$ cat config.mk
export PLATFORM = sky130hd
export DESIGN_NAME = conv_frame_writer
export DESIGN_NICKNAME = d
export VERILOG_FILES = /design/src/rtl/conv_frame_writer.sv
export SDC_FILE = /design/constraint.sdc
export NUM_CORES = 1
export LEC_CHECK = 0
export ABC_AREA = 1
export CORE_UTILIZATION = 63
export CTS_CLUSTER_DIAMETER = 80
export DETAILED_ROUTE_END_ITERATION = 10
export GPL_TIMING_DRIVEN = 0
export PLACE_DENSITY_LB_ADDON = 0.2
export REMOVE_ABC_BUFFERS = 1
export SLEW_MARGIN = 30
export SYNTH_ARGS = -nofsm -noshare
export SYNTH_HDL_FRONTEND = slang
export SYNTH_SLANG_ARGS = --single-unit
$ cat constraint.sdc
create_clock -name clk -period 6 [get_ports clk]
set_clock_uncertainty 0.2 [all_clocks]
set_input_delay 0.6 -clock clk [delete_from_list [all_inputs] [get_ports clk]]
set_output_delay 0.6 -clock clk [all_outputs]
set_load 0.01 [all_outputs]
$ cat src/rtl/conv_frame_writer.sv
// conv_frame_writer: collects one filtered frame from the convolution stream
// and writes it to frame memory through a small elastic FIFO. Each accepted
// pixel carries its own output address, so dropped pixels never shift later
// addresses.
module conv_frame_writer #(
    parameter int WORD_SIZE  = 8,
    parameter int ROW_SIZE   = 540,
    parameter int NUM_ROWS   = 540,
    parameter int FIFO_DEPTH = 4,
    localparam int OUT_W     = ROW_SIZE - 2,
    localparam int OUT_H     = NUM_ROWS - 2,
    localparam int FRAME_PIX = OUT_W * OUT_H,
    localparam int AW        = $clog2(FRAME_PIX)
) (
    input  logic                 clk,
    input  logic                 rst,
    input  logic                 start,
    input  logic [WORD_SIZE-1:0] inPixel,
    input  logic [1:0]           inValid,
    input  logic                 wrReady,
    output logic                 wrEn,
    output logic [AW-1:0]        wrAddr,
    output logic [WORD_SIZE-1:0] wrData,
    output logic                 busy,
    output logic                 done,
    output logic                 overflow
);

    localparam int PW = $clog2(FIFO_DEPTH);
    localparam int EW = AW + WORD_SIZE;

    localparam logic [AW-1:0] LAST_IDX = AW'(FRAME_PIX - 1);
    localparam logic [AW-1:0] CNT_ONE  = {{(AW-1){1'b0}}, 1'b1};
    localparam logic [PW:0]   PTR_ONE  = {{PW{1'b0}}, 1'b1};

    typedef enum logic [1:0] {IDLE, COLLECT, DRAIN, DONE} state_t;

    state_t         state, state_nxt;
    logic [AW-1:0]  push_cnt;
    logic [PW:0]    wr_ptr, rd_ptr;
    logic [EW-1:0]  mem [FIFO_DEPTH];
    logic [EW-1:0]  head;
    logic           empty, full, accept, push, pop, start_ok, last_pix;

    // Next-state, FIFO handshake and output decode; outputs are gated to zero when the FIFO is empty
    always_comb begin
        state_nxt = state;
        head      = mem[rd_ptr[PW-1:0]];
        empty     = (wr_ptr == rd_ptr);
        full      = (wr_ptr[PW] != rd_ptr[PW]) && (wr_ptr[PW-1:0] == rd_ptr[PW-1:0]);
        wrEn      = !empty;
        pop       = wrEn && wrReady;
        accept    = (state == COLLECT) && (inValid != 2'b00);
        // a full FIFO still takes the pixel when the head leaves on the same edge
        push      = accept && (!full || pop);
        start_ok  = (state == IDLE) && start;
        last_pix  = accept && (push_cnt == LAST_IDX);
        wrAddr    = '0;
        wrData    = '0;
        if (wrEn) begin
            wrAddr = head[EW-1:WORD_SIZE];
            wrData = head[WORD_SIZE-1:0];
        end
        busy = (state == COLLECT) || (state == DRAIN);
        done = (state == DONE);
        case (state)
            IDLE:    if (start_ok) state_nxt = COLLECT;
            COLLECT: if (last_pix) state_nxt = DRAIN;
            DRAIN:   if (empty)    state_nxt = DONE;
            DONE:    state_nxt = IDLE;
            default: state_nxt = IDLE;
        endcase
    end

    // FIFO payload storage: {address, pixel}; contents are never reset, only the pointers
    always_ff @(posedge clk) begin
        if (push) mem[wr_ptr[PW-1:0]] <= {push_cnt, inPixel};
    end

    // Control state: FSM, push counter, FIFO pointers and sticky overflow
    always_ff @(posedge clk or negedge rst) begin
        if (!rst) begin
            state    <= IDLE;
            push_cnt <= '0;
            wr_ptr   <= '0;
            rd_ptr   <= '0;
            overflow <= 1'b0;
        end else begin
            state <= state_nxt;
            if (start_ok) begin
                push_cnt <= '0;
                wr_ptr   <= '0;
                rd_ptr   <= '0;
                overflow <= 1'b0;
            end else begin
                // the counter advances even on a drop so later addresses stay correct
                if (accept)          push_cnt <= push_cnt + CNT_ONE;
                if (push)            wr_ptr   <= wr_ptr + PTR_ONE;
                if (pop)             rd_ptr   <= rd_ptr + PTR_ONE;
                if (accept && !push) overflow <= 1'b1;
            end
        end
    end

endmodule

==> flow_summary.ini <==
[status]
status = finished, final reports clean

[sta]
fin_crit_ps = 4010
hold_violations = 0
slew_viol_final = 0
fin_tns_setup_ps = 0
worst_slew_pin_slew_ps = 919
rsz0062_at_grt = no
fmax_mhz = 249
fin_crit_sh = 0.668
slew_headroom = 0.386
setup_viol = 0

[clocking]
clkSlewWorstSetupHoldPaths_ps = 70
cts_made_buffers = 17
post_cts_resized = 0
cts_tree = built
root_buffer = clkbuf_8
clkSinkCount = 136
clk_path_buf_depth = 2
insertion_delay_ps = 530
cts_htree_levels = 4

[finish]
final_cell_mix = 109 x nor2_1, 108 x edfxtp_1, 80 x nand2_1
final_common_cell = nor2_1
post-route-util = 0.786
fin_nets = 632
antenna_cells = 0
area_growth_pct = 20.7
final_layout_size_suffix_gt1_frac = 0.0952

[logic_synthesis]
synth.top_cells.by_area = edfxtp_1 54%, dfrtp_1 12%, nor2_1 7.0%
yosysTopAreaCell = edfxtp_1
ys_ff_latch = 136
netlist_instances = 560
ys_seq_area_frac = 0.653
synth_top_area_frac = 0.537
yosysWarnings = 0
syn_avg_cell_area_um2 = 10.8
synth_cell_types = 32
synth_area_mm2 = 0.00604

[pwr]
combPwrFrac = 0.397
cellPowerDensity_mw_per_mm2 = 522
sequentialPowerShare = 0.338
switchingPower_uw = 1340
leakage_uw = 0.00295
vdd_ir_drop_max_mv = 0.429
power.share.clock = 0.265
swShare = 0.351
p_int_uw = 2470

[drt]
postRouteAntennaNets = 0
via_per_inst = 5.67
wl_um = 12700
route.vias.total = 4245
drc = 0
first_iter_violations = 314
wire_per_inst_um = 16.9
drtPass1Iterations = 5

[global_routing]
grt_pass1_vias = 4057
grt_pass1_wl_um = 19900
grt_max_degree = 57
gr-usage-all-layers = 0.271
grt-ovfl-total = 0
antenna_found_initial = 0

[floorplan]
core_area_mm2 = 0.00928
dieArea_mm2 = 0.00999
start_util = 0.651
num_rows = 35
num_io_pins = 45
die_h_um = 99.9
die_w_um = 99.9

[setup_path]
worstPathRequired_ps = 5200
slowest_stage = dfrtp_2
crit_chain = buf_16 > xnor2_2 > nand3_2 > nand2_1 > inv_1 > clkdlybuf4s50_1
max_stage_delay_ps = 730
criticalPathCategory = reg -> out
path_max_fanout = 31
critPathCaptureType = primary output
critPathLaunchType = register
crit_arrival_ps = 3210

[flow_run]
cap_violations = 0

[placed_design]
globalplace.congestion = 0.853
portBuffers = 44
dp_hpwl_um = 7320

[hold_path]
min_path_type = reg -> reg
## cells by family after synthesis
family | count (synthesis) | share of synthesized area
adder cells (fa/ha/maj) | 11 | 0.0228
buffers and inverters | 89 | 0.0638
AO/OA/AOI/OAI | 77 | 0.0814
XOR/XNOR | 5 | 0.00973
AND/OR/NAND/NOR | 242 | 0.170
flip-flops | 136 | 0.653
## power by group through the flow
stage | clock (uW) | combinational [uW] | sequential (uW)
floorplan | 0 | 772 | 1290
global placement | 0 | 1320 | 1340
detailed placement | 0 | 1500 | 1300
CTS | 1010 | 1520 | 1280
global route | 1050 | 1660 | 1300
finish | 1010 | 1510 | 1290
## final timing paths
| path | start | end | slack [ps] | depth (start not counted) |
|---|---|---|---|---|
| min in group asynchronous | rst | wr_ptr[2] | 430 | 2 |
| min | overflow | overflow | 330 | 2 |
| max in group asynchronous | rst | rd_ptr[1] | 4700 | 2 |
| max | rd_ptr[0] | wrAddr[18] | 1990 | 6 |
| min reg2reg | overflow | overflow | 330 | 2 |
| max reg2reg | rd_ptr[0] | mem[3][16] | 2770 | 8 |
## Yosys cell counts, drive strengths merged
cell type,instances
nand3b,1
a21oi,11
a22oi,1
nor2,117
edfxtp,108
clkbuf,8
xor2,1
or2,1
inv,66
nand4,9
buf,15
o31ai,1
nand3,23
o32ai,27
o21ai,37
dfrtp,28
nor3,4
nor3b,1
nand2,86
ha,11
xnor2,4
## repair_timing
action,CTS,global route
endpoints found under the hold margin,28,0
setup buffers,0,0
hold buffers,1,0
## worst max-delay path, delay by kind of cell (launching register included)
kind,cells,cell delay (ps)
AND/OR/NAND/NOR,2,970
XOR/XNOR,1,140
buffers and inverters,3,820
flip-flops,1,730
## routing by layer
layer,routed length [um],GRT usage
met1,5150,0.350
met2,6400,0.434
met3,863,0.0752
met4,253,0.121
met5,0,0
## per-stage QoR
step | power, uW | hold slack [ps] | instance area, um2 | setup WS (ps) | std cells
6_report | 3810 | 329 | 7290 | 1990 | 749
5_1_grt | 4010 | 338 | 7290 | 1820 | 749
4_1_cts | 3820 | 332 | 7290 | 1950 | 749
3_5_place_dp | 2800 | 318 | 6700 | 2600 | 716
3_3_place_gp | 2660 | 315 | 6510 | 589 | 710
2_1_floorplan | 2060 | 104 | 5900 | 2320 | 537
## final cells by class
cell class | instances | area (um2)
multi-input combinational | 335 | 1740
tap | 129 | 161
timing repair buffer | 51 | 611
fill | 562 | 1990
inverter | 66 | 250
sequential | 136 | 3950
clock buffer | 21 | 460
clock inverter | 11 | 123
## sequential cells by signal, indices dropped and copies added (netlist names)
name,flops
mem,108
overflow,1
push_cnt,19
rd_ptr,3
state,2
wr_ptr,3
Power figures use the tool's default switching activity.
